==> config.mk <==
export PLATFORM = sky130hd
export DESIGN_NAME = spi2adc
export DESIGN_NICKNAME = d
export VERILOG_FILES = /design/src/rtl/spi2adc_pkg.sv /design/src/rtl/spi2adc_sck_gen.sv /design/src/rtl/spi2adc.sv
export SDC_FILE = /design/constraint.sdc
export NUM_CORES = 1
export LEC_CHECK = 0
export ABC_AREA = 1
export CAP_MARGIN = 20
export CORE_MARGIN = 2
export CORE_UTILIZATION = 56
export CTS_BUF_LIST = sky130_fd_sc_hd__clkbuf_4 sky130_fd_sc_hd__clkbuf_8 sky130_fd_sc_hd__clkbuf_16
export DETAILED_ROUTE_END_ITERATION = 10
export GPL_TIMING_DRIVEN = 1
export PLACE_DENSITY = 0.78
export RECOVER_POWER = 100
export SETUP_SLACK_MARGIN = 0.02
export SYNTH_ARGS = -nofsm -noshare
export SYNTH_HDL_FRONTEND = slang
export SYNTH_SLANG_ARGS = --single-unit
==> constraint.sdc <==
create_clock -name sysclk -period 2.25 [get_ports sysclk]
set_clock_uncertainty 0.2 [all_clocks]
set_input_delay 0.225 -clock sysclk [delete_from_list [all_inputs] [get_ports sysclk]]
set_output_delay 0.225 -clock sysclk [all_outputs]
set_load 0.01 [all_outputs]
==> src/rtl/spi2adc_pkg.sv <==
// Shared types and constants for the SPI ADC front end (MCP3002-style 16-clock frame).
package spi2adc_pkg;

  typedef enum logic [1:0] {
    IDLE = 2'd0,
    XFER = 2'd1,
    GAP  = 2'd2
  } state_t;

  localparam int unsigned NUM_SCK        = 16;
  localparam int unsigned DATA_FIRST_SCK = 6;
  localparam int unsigned DATA_LAST_SCK  = 15;

  localparam logic CMD_START = 1'b1;
  localparam logic CMD_SGL   = 1'b1;
  localparam logic CMD_MSBF  = 1'b1;

  // Command bit driven during SCK period idx (1-based); zeros after the header.
  function automatic logic cmd_bit(input logic [4:0] idx, input logic ch);
    logic b;
    case (idx)
      5'd1:    b = CMD_START;
      5'd2:    b = CMD_SGL;
      5'd3:    b = ch;
      5'd4:    b = CMD_MSBF;
      default: b = 1'b0;
    endcase
    return b;
  endfunction

endpackage

==> src/rtl/spi2adc_sck_gen.sv <==
// Half-period counter: emits single-cycle rise/fall enables for an SCK that
// starts in its low phase whenever run goes high.
module sck_gen #(
  parameter int CLK_DIV = 25,
  parameter int CW      = 5
) (
  input  logic          sysclk,
  input  logic          rst_n,
  input  logic          run,
  output logic          sck_rise,
  output logic          sck_fall,
  output logic [CW-1:0] cnt
);

  logic [CW-1:0] cnt_r;
  logic          phase_r;
  logic          tc_s;

  assign tc_s     = run && (cnt_r == CW'(CLK_DIV - 1));
  assign sck_rise = tc_s && !phase_r;
  assign sck_fall = tc_s && phase_r;
  assign cnt      = cnt_r;

  // Half-period counter with terminal reload; phase tracks low/high half.
  always_ff @(posedge sysclk or negedge rst_n) begin
    if (!rst_n) begin
      cnt_r   <= '0;
      phase_r <= 1'b0;
    end else if (!run) begin
      cnt_r   <= '0;
      phase_r <= 1'b0;
    end else if (cnt_r == CW'(CLK_DIV - 1)) begin
      cnt_r   <= '0;
      phase_r <= ~phase_r;
    end else begin
      cnt_r   <= cnt_r + CW'(1);
    end
  end

endmodule

==> src/rtl/spi2adc.sv <==
// SPI master for a 10-bit ADC: one 16-SCK frame per accepted start, result
// presented on data_out with a one-cycle data_valid strobe.
module spi2adc
  import spi2adc_pkg::*;
#(
  parameter int CLK_DIV = 25
) (
  input  logic       sysclk,
  input  logic       rst_n,
  input  logic       start,
  input  logic       channel,
  output logic       adc_cs,
  output logic       adc_sck,
  output logic       adc_din,
  input  logic       adc_dout,
  output logic [9:0] data_out,
  output logic       data_valid,
  output logic       busy
);

  localparam int CW = $clog2(CLK_DIV);

  state_t        state_r;
  logic          ready_r;
  logic          chan_r;
  logic [4:0]    bit_cnt_r;
  logic [9:0]    shift_r;
  logic          cs_r;
  logic          sck_r;
  logic          din_r;
  logic [9:0]    data_r;
  logic          valid_r;
  logic          busy_r;

  logic          run_s;
  logic          in_window_s;
  logic          sck_rise_s;
  logic          sck_fall_s;
  logic [CW-1:0] hcnt_s;

  sck_gen #(
    .CLK_DIV (CLK_DIV),
    .CW      (CW)
  ) u_sck_gen (
    .sysclk   (sysclk),
    .rst_n    (rst_n),
    .run      (run_s),
    .sck_rise (sck_rise_s),
    .sck_fall (sck_fall_s),
    .cnt      (hcnt_s)
  );

  // Counter runs through the frame (after the CS setup cycle) and the CS-high gap.
  always_comb begin
    run_s = 1'b0;
    case (state_r)
      XFER:    run_s = (bit_cnt_r != 5'd0);
      GAP:     run_s = 1'b1;
      default: run_s = 1'b0;
    endcase
  end

  assign in_window_s = (bit_cnt_r >= 5'(DATA_FIRST_SCK)) && (bit_cnt_r <= 5'(DATA_LAST_SCK));

  assign adc_cs     = cs_r;
  assign adc_sck    = sck_r;
  assign adc_din    = din_r;
  assign data_out   = data_r;
  assign data_valid = valid_r;
  assign busy       = busy_r;

  // Frame sequencer; bit_cnt_r==0 in XFER is the one-cycle CS-to-SCK setup.
  always_ff @(posedge sysclk or negedge rst_n) begin
    if (!rst_n) begin
      state_r   <= IDLE;
      ready_r   <= 1'b0;
      chan_r    <= 1'b0;
      bit_cnt_r <= 5'd0;
      shift_r   <= 10'd0;
      cs_r      <= 1'b1;
      sck_r     <= 1'b0;
      din_r     <= 1'b0;
      data_r    <= 10'd0;
      valid_r   <= 1'b0;
      busy_r    <= 1'b0;
    end else begin
      ready_r <= 1'b1;
      valid_r <= 1'b0;
      case (state_r)
        IDLE: begin
          if (start && ready_r) begin
            state_r   <= XFER;
            busy_r    <= 1'b1;
            cs_r      <= 1'b0;
            chan_r    <= channel;
            bit_cnt_r <= 5'd0;
          end
        end
        XFER: begin
          if (bit_cnt_r == 5'd0) begin
            bit_cnt_r <= 5'd1;
            din_r     <= cmd_bit(5'd1, chan_r);
          end else if (sck_rise_s) begin
            sck_r <= 1'b1;
            if (in_window_s) begin
              shift_r <= {shift_r[8:0], adc_dout};
            end
          end else if (sck_fall_s) begin
            sck_r <= 1'b0;
            if (bit_cnt_r == 5'(NUM_SCK)) begin
              state_r   <= GAP;
              cs_r      <= 1'b1;
              din_r     <= 1'b0;
              data_r    <= shift_r;
              valid_r   <= 1'b1;
              bit_cnt_r <= 5'd0;
            end else begin
              bit_cnt_r <= bit_cnt_r + 5'd1;
              din_r     <= cmd_bit(bit_cnt_r + 5'd1, chan_r);
            end
          end
        end
        GAP: begin
          // The IDLE cycle that follows completes the CLK_DIV-cycle CS-high time.
          if (hcnt_s == CW'(CLK_DIV - 2)) begin
            state_r <= IDLE;
            busy_r  <= 1'b0;
          end
        end
        default: begin
          state_r   <= IDLE;
          busy_r    <= 1'b0;
          cs_r      <= 1'b1;
          sck_r     <= 1'b0;
          din_r     <= 1'b0;
          bit_cnt_r <= 5'd0;
        end
      endcase
    end
  end

endmodule

==> metrics.txt <==
Area after DPL=0.00225 mm2; cell area after synthesis=0.00201 mm2; via count=approximately 1600; HP Class=input pin to register; Worst path most repeated cell=nand2_2; DIE WIDTH=between 60 and 70 um; Buf/Inv on CP=2; global-route wire length before repair=roughly 6600 um; Worst EP required=2.30 ns; Setup CP Type=register to register; status=completed; gr usage total=0.206; final slew viol count=0; Slew @ Worst Pin=0.956 ns; initial drt markers=120; num ports=20; DRT Wirelength=~3600 um; Setup crit start kind=register; Adder-Cell Fraction of Synth Area=0.0685; TritonRoute pass-1 iters=4; die height=63.9 um; post-synthesis mux area share=0.00560; HPWL after detailed placement=2630 um; RSZ-0062 raised after global routing=false; final instance area=about 0.0024 mm2; final hold violations=0; Slew headroom=0.363; LEAKAGE=between 1 and 1.5 nW; syn nets=roughly 260; CTS Buf Count=5; Avg Vias per Cell=5.00; worst skew pair latency=about 0.35 ns; sequential area share after synthesis=0.499; fin crit share=0.905; critical path's top delay family=simple AND/OR/NAND/NOR gates; CTS HTree Levels=2; maximum vdd drop=approximately 800 uV; share of layout cells above drive strength 1=0.122; largest net degree at the start of global routing=41; drc violations=0; number of antenna diodes=0; max cap viols=0; clock tree sinks=40; Die Footprint=just over 0.004 mm2; number of synthesized register bits=40; largest family of logic cells by synthesized area=simple AND/OR/NAND/NOR gates; CP max FO=10; # port buffers=19; Syn Inst Count=about 240; TritonCTS clock tree=done; Compound-Gate Fraction of Synth Area=0.0411; setup ws final=about 0.21 ns; Layout fillers=about 260; initial antenna violation count=0; clk buf depth=2; critical path's slowest cell=dfrtp_2; CP peak stage delay=0.43 ns; Cell variety after synth=27; Yosys warning count=0; Routed wire per std cell=11.2 um; Tmin final=a little over 2 ns; routability cong.=approximately 0.94; core area=0.00339 mm2; crit-path cells=inv_1, ha_1, inv_1, nor2_2, nand2_1, nand2_2, nand2_2, nand2_2, nor2_4, nand2_2, nor2_4, nand2_2, nand2_1, nand2_1; post-layout util=0.699; Initial Utilization=0.593; Syn Area/Cell=about 8.3 um2; Pwr Density=870 mW/mm2; fin nets=approximately 290; xor/xnor cell area share of the yosys netlist=0.00872; vias in the first global route=between 1000 and 1500; area grow syn2layout=17.9%; Max Clk Rate=~0.49 GHz; Core Rows=21; crit end category=register; ANT nets after route=0; WP data arrival=approximately 2.1 ns; CTS root buf=clkbuf_4; GRT overflow=0; Setup Buffers After CTS=0; pre-CTS setup slack=-0.0106 ns; Post-Synth Simple-Gate Area=0.317; Setup-failing EPs final=0; Clk pin slew, worst setup/hold paths=roughly 0.12 ns
## cell usage in the layout (no fill, tap or decap), types with 3 or more instances in the layout
cell and instances:
nand2_1 90, dfrtp_1 38, inv_1 21, nor2_1 16
dlygate4sd3_1 16, nand3_1 13, ha_1 11, o21ai_0 10
nand4_1 8, nand2_2 6, clkbuf_4 5, buf_4 4
inv_2 3, nor3_1 3, a21oi_1 3, clkdlybuf4s50_1 3
## cell usage after synthesis (all sizes together)
cell | instances | share of area
xor2 | 1 | 0.0044
a31oi | 2 | 0.0062
nor2 | 19 | 0.043
ha | 11 | 0.068
mux2 | 1 | 0.0056
nor3 | 4 | 0.012
conb | 1 | 0.0019
xnor2 | 1 | 0.0044
dfstp | 1 | 0.013
inv | 24 | 0.045
nand4 | 9 | 0.031
nand3 | 15 | 0.040
o21ai | 10 | 0.025
a21oi | 4 | 0.010
nand3b | 1 | 0.0037
clkbuf | 1 | 0.0019
buf | 3 | 0.012
dfrtp | 39 | 0.49
nand2 | 96 | 0.19
## metrics by stage
step	TNS (ns)	hold WS, ns	std cells	power, W
floorplan	0	-0.271	243	0.00137
global placement	0	0.177	308	0.00158
detailed placement	-0.0106	0.184	308	0.00159
CTS	0	0.228	317	0.00208
global route	0	0.247	317	0.00223
finish	0	0.234	317	0.00206
## logic make-up after synthesis
kind of cell	after synthesis
AND/OR/NAND/NOR	144
flip-flops	40
buffers and inverters	28
AO/OA/AOI/OAI	16
adder cells (fa/ha/maj)	11
XOR/XNOR	2
other	1
multiplexers	1
## worst paths after layout
path | to | start | slack, ns | cells past startpoint
worst max-delay path | shift_r[1]$_DFFE_PN0P_ | bit_cnt_r[1]$_DFFE_PN0P_ | 0.21 | 14
worst min-delay path | shift_r[0]$_DFFE_PN0P_ | adc_dout | 0.23 | 3
worst max register to register | shift_r[1]$_DFFE_PN0P_ | bit_cnt_r[1]$_DFFE_PN0P_ | 0.21 | 14
worst min register to register | data_out[5]$_DFFE_PN0P_ | data_out[5]$_DFFE_PN0P_ | 0.29 | 2
max in group asynchronous | bit_cnt_r[1]$_DFFE_PN0P_ | rst_n | 0.87 | 2
min in group asynchronous | data_out[7]$_DFFE_PN0P_ | rst_n | 0.34 | 2
## tightest hold or removal path, cell delays in order
cell and delay [ns]:
clkdlybuf4s50_1 0.40, nand3_1 0.08, nand2_1 0.05
## final cells by class
type                            instances  area, um2  share of cell area
Clock buffer                            5       37.5              0.0158
Tap cell                               46       57.6              0.0243
Inverter                               24       90.1              0.0380
Multi-Input combinational cell        175        908               0.383
Timing Repair Buffer                   24        225              0.0950
Clock inverter                          3       47.5              0.0201
Sequential cell                        40       1000               0.423
## report_power, final
part / leakage (nW) / switching, W / internal [W]
Sequential: 0.537 / 0.0000518 / 0.000802
Clock: 0.0454 / 0.000243 / 0.000237
Combinational: 0.675 / 0.000466 / 0.000263
Total: 1.26 / 0.000760 / 0.00130
## flip-flops by register name (all words and copies together) (netlist names), 2 cells and up
name           flops
bit_cnt_r          5
data_out          10
state_r            2
u_sck_gen.cnt      5
shift_r           10
## per-layer routing
metal	wire, um	track usage	vias up
met5	0	0	-
li1	-	-	819
met3	164	0.0423	9
met1	1780	0.296	722
met2	1540	0.302	35
met4	73	0.0897	0
## repair_timing
item,4_1_cts,5_1_grt
hold endpoints to repair,39,0
hold buffers,1,0
endpoints found under the setup margin,10,19
resized for setup,1,6
pin swaps,0,1
Power figures use the tool's default switching activity.
==> RTL edit 1, RTL diff (config.mk and constraints unchanged) <==
The 3 states of `state_t` get a one-hot encoding in 3 bits.
--- a/src/rtl/spi2adc_pkg.sv
+++ b/src/rtl/spi2adc_pkg.sv
@@ -1,10 +1,10 @@
 // Shared types and constants for the SPI ADC front end (MCP3002-style 16-clock frame).
 package spi2adc_pkg;
 
-  typedef enum logic [1:0] {
-    IDLE = 2'd0,
-    XFER = 2'd1,
-    GAP  = 2'd2
+  typedef enum logic [2:0] {
+    IDLE = 3'b001,
+    XFER = 3'b010,
+    GAP  = 3'b100
   } state_t;
 
   localparam int unsigned NUM_SCK        = 16;
Behaviour: no difference found for any inputs over 10 cycles, from zero or initial values and one cycle with rst_n low; not proved beyond that.
==> RTL edit 1 against the unedited design <==
Sequential cell count up 1. Utilization down 2.6 points. Area after synthesis up 4.3%. Power down 7.7%. Worst setup slack worse by 0.0076 ns. Sequential power down 1%. Wire length up 7.3%. Design area up 3.2%. Hold slack better by 0.010 ns. Critical path type unchanged. Critical endpoint is now data_out[1].
==> RTL edit 1: results (changes against the unedited design) <==
- Crit path launch: bit_cnt_r[0]
- Clk pwr share: 0.324 (+0.091)
- Initial drt markers: 116 (-3.3%)
- Hold slack: 0.244 ns (+0.00997 ns)
- Place WS: 0.258 ns (+0.269 ns)
- Syn Nets: 263 (+1.5%)
- Met2 usage: 0.356 (+0.0538)
- First-pass GRT wire length: 6980 microns (+6.4%)
- Met1 Track Usage GR: 0.282 (-0.0140)
- Finished Layout Cells: 329 (+3.8%)
- R2R cell count: 9 (-5)
- Outcome: finished clean
- GR Util met3: 0.0514 (+0.00912)
- Netlist cell types: 33 (+22%)
- Clock root buffer: clkbuf_8
- Crit-path max cell delay: 0.35 ns (-0.08 ns)
- Clk slew on worst S/H paths: 0.07 ns (-0.05 ns)
- Arr. time, crit path: 2.03 ns (-0.06 ns)
- Synth top area cells: dfrtp_1, nand2_1, ha_1, inv_1, nand3_1
- Worst reg2reg endpoint: data_out[1]
- Gpl congestion: 1.02 (+8.7%)
- GRT Total Usage: 0.217 (+0.0109)
- Internal power: 1.34 mW (+3.1%)
- Largest net degree at the start of global routing: 20 (-51%)
- Drt total wl: 3820 microns (+7.3%)
- Share of layout cells above drive strength 1: 0.121 (-0.000775)
- Routed via count: 1641 (+3.5%)
- Clock Latency Late Sink: 0.29 ns (-0.06 ns)
- Seq power: 0.843 mW (-1%)
- Static Leak: 1.32 nW (+4.9%)
- Worst min-delay path category: input pin to asynchronous set/reset pin
- Synth cell count leaders: nand2_1, dfrtp_1, inv_1
- CP max FO: 7 (-3)
- Final net count: 293 (+2.4%)
- VDD IR-drop max: 387 uV (-53%)
- Number of global-route vias before repair: 1634 (+9.0%)
- Hpwl dp: 2790 microns (+6.1%)
- Psw: 0.562 mW (-26%)
- Placed cell areas: 2360 sq um (+4.7%)
## RTL edit 1: final cells by class
type / count / area [sq um]
Fill cell: 319 / 1190
Sequential cell: 41 / 1030
Multi-Input combinational cell: 180 / 906
Timing Repair Buffer: 26 / 230
Inverter: 26 / 100
Clock buffer: 7 / 90.1
Tap cell: 48 / 60.1
Clock inverter: 1 / 30.0
## RTL edit 1: worst max-delay path by stage
stage | to | slack (ns) | cells past startpoint
after detailed placement | shift_r[7] | 0.26 | 10
after CTS | shift_r[7] | 0.22 | 10
after global placement | shift_r[0] | 0.31 | 10
after global routing | data_out[6] | 0.06 | 9
after floorplan | shift_r[0] | 0.47 | 9
final | data_out[1] | 0.21 | 9
## RTL edit 1: per-layer routing
| layer | vias up | part of all wire |
|---|---|---|
| met4 | 0 | 0.016 |
| met5 | - | 0 |
| met1 | 771 | 0.47 |
| met3 | 6 | 0.040 |
| met2 | 31 | 0.48 |
| li1 | 833 | - |
## RTL edit 1: cell families (layout without fill, tap and decap cells)
logic type / after synthesis / after routing / share of synthesized area
fa+ha+maj: 8 / 8 / 0.0478
mux: 1 / 1 / 0.00537
flops: 41 / 41 / 0.491
compound gates: 14 / 14 / 0.0346
buf+inv: 29 / 60 / 0.0603
simple gates: 154 / 154 / 0.351
xor+xnor: 2 / 2 / 0.00836
other cells: 1 / 1 / 0.00179
## RTL edit 1: critical path: cells and delay by family (launching register included)
| family | cells | cell delay, ns |
|---|---|---|
| adder cells (fa/ha/maj) | 1 | 0.25 |
| buffers and inverters | 2 | 0.30 |
| flip-flops | 1 | 0.35 |
| AND/OR/NAND/NOR | 6 | 0.83 |
## RTL edit 1: what timing repair did
item / 4_1_cts / 5_1_grt
hold buffers: 1 / 0
endpoints found under the hold margin: 39 / 0
gates resized for setup: 0 / 1
endpoints found under the setup margin: 0 / 2
==> RTL edit 2, RTL diff (same settings) <==
Made on the original files. `CLK_DIV` is set to 25 in 2 places; all go to 50.
--- a/src/rtl/spi2adc_sck_gen.sv
+++ b/src/rtl/spi2adc_sck_gen.sv
@@ -1,7 +1,7 @@
 // Half-period counter: emits single-cycle rise/fall enables for an SCK that
 // starts in its low phase whenever run goes high.
 module sck_gen #(
-  parameter int CLK_DIV = 25,
+  parameter int CLK_DIV = 50,
   parameter int CW      = 5
 ) (
   input  logic          sysclk,
--- a/src/rtl/spi2adc.sv
+++ b/src/rtl/spi2adc.sv
@@ -3,7 +3,7 @@
 module spi2adc
   import spi2adc_pkg::*;
 #(
-  parameter int CLK_DIV = 25
+  parameter int CLK_DIV = 50
 ) (
   input  logic       sysclk,
   input  logic       rst_n,
Check against the original RTL: no difference found for any inputs over 10 cycles, from zero or initial values and one cycle with rst_n low; that may be too few to reach the edited logic, so the function may still have changed.
==> RTL edit 2 against the unedited design <==
Wire length rose by 22%. Critical endpoint is now data_out[1]. Power rose by 5.7%. Design area rose by 6.6%. Worst setup slack improved by 0.012 ns. Area after synthesis rose by 8.3%. Largest power group unchanged. Sequential cell count rose by 1. Utilization fell by 1.4 points. Via count rose by 7.9%. Non-clock buffer count rose by 2.
==> RTL edit 2: results (changes against the unedited design) <==
- Outcome: finished clean
- Hpwl dp: 3150 microns (+20%)
- Syn Nets: 278 (+7.3%)
- Placed cell areas: 2420 sq um (+7.3%)
- P per Cell Area: 863 nW/um^2 (-0.80%)
- HP Start: data_out[3]
- Multi-input gates: 191 (+9.1%)
- Share of layout cells above drive strength 1: 0.108 (-0.0138)
- Clock sinks: 41 (+2.5%)
- CP max FO: 11 (+1)
- GRT Total Usage: 0.227 (+0.0213)
- Synth cell count leaders: nand2_1, dfrtp_1, nand3_1
- Post-DR vias/cell: 5.11 (+2.1%)
- Drt wl/cell: 13.0 microns (+15%)
- VDD IR-drop max: 527 uV (-35%)
- WL met2: 2060 microns (+34%)
- Crit path launch: bit_cnt_r[0]
- Clk pwr share: 0.263 (+0.030)
- Final net count: 304 (+6.3%)
- Clock Latency Late Sink: 0.29 ns (-0.06 ns)
- Largest net degree at the start of global routing: 42 (+2.4%)
- Non-clock inverters: 22 (-8.3%)
- First-pass GRT wire length: 7500 microns (+14%)
- FF-to-FF Start: bit_cnt_r[0]
- Worst min-delay path category: flop to flop
- Synth top area cells: dfrtp_1, nand2_1, ha_1, nand3_1, inv_1
- Routed met3 length: 121 microns (-26%)
- Sequential share of the synthesized area: 0.472 (-0.0269)
- Hold Path Stages: 2 (-1)
- Post-Syn Instances: 261 (+7.4%)
- Max Freq: 494 MHz (+0.61%)
- GR Util met3: 0.0426 (+0.000336)
- Number of global-route vias before repair: 1666 (+11%)
- Psw: 0.792 mW (+4.2%)
- M1 WL: 2120 microns (+19%)
- Initial drt markers: 84 (-30%)
- Seq pwr share: 0.401 (-0.013)
- Clk slew on worst S/H paths: 0.08 ns (-0.04 ns)
- Fraction of area in multi-input gates: 0.401 (+0.0179)
- Non-clk bufs: 26 (+8.3%)
- R2R cell count: 10 (-4)
- Hold slack: 0.273 ns (+0.0395 ns)
RTL edit 2: cell types whose count changed after synthesis, moves of 2 or more:
cell	delta
nor3_1	-3
nand2_2	-4
o21ai_0	-7
nand2_4	+2
nor3b_1	+2
nand4_1	+5
inv_2	-3
nand3_2	+2
buf_2	+2
nand3_1	+11
nor2_2	+3
RTL edit 2: cell families (layout without fill, tap and decap cells):
| kind of cell | count (synthesis) | count (layout) | synth area share |
|---|---|---|---|
| xor+xnor | 2 | 2 | 0.00805 |
| fa+ha+maj | 12 | 12 | 0.0690 |
| simple gates | 166 | 166 | 0.363 |
| compound gates | 9 | 9 | 0.0213 |
| other cells | 1 | 1 | 0.00172 |
| flops | 41 | 41 | 0.472 |
| buf+inv | 29 | 55 | 0.0603 |
| mux | 1 | 1 | 0.00517 |
RTL edit 2: timing repair:
item,4_1_cts,5_1_grt
setup endpoints to repair,0,1
hold endpoints to repair,40,0
resized for setup,0,1
hold buffers,1,0
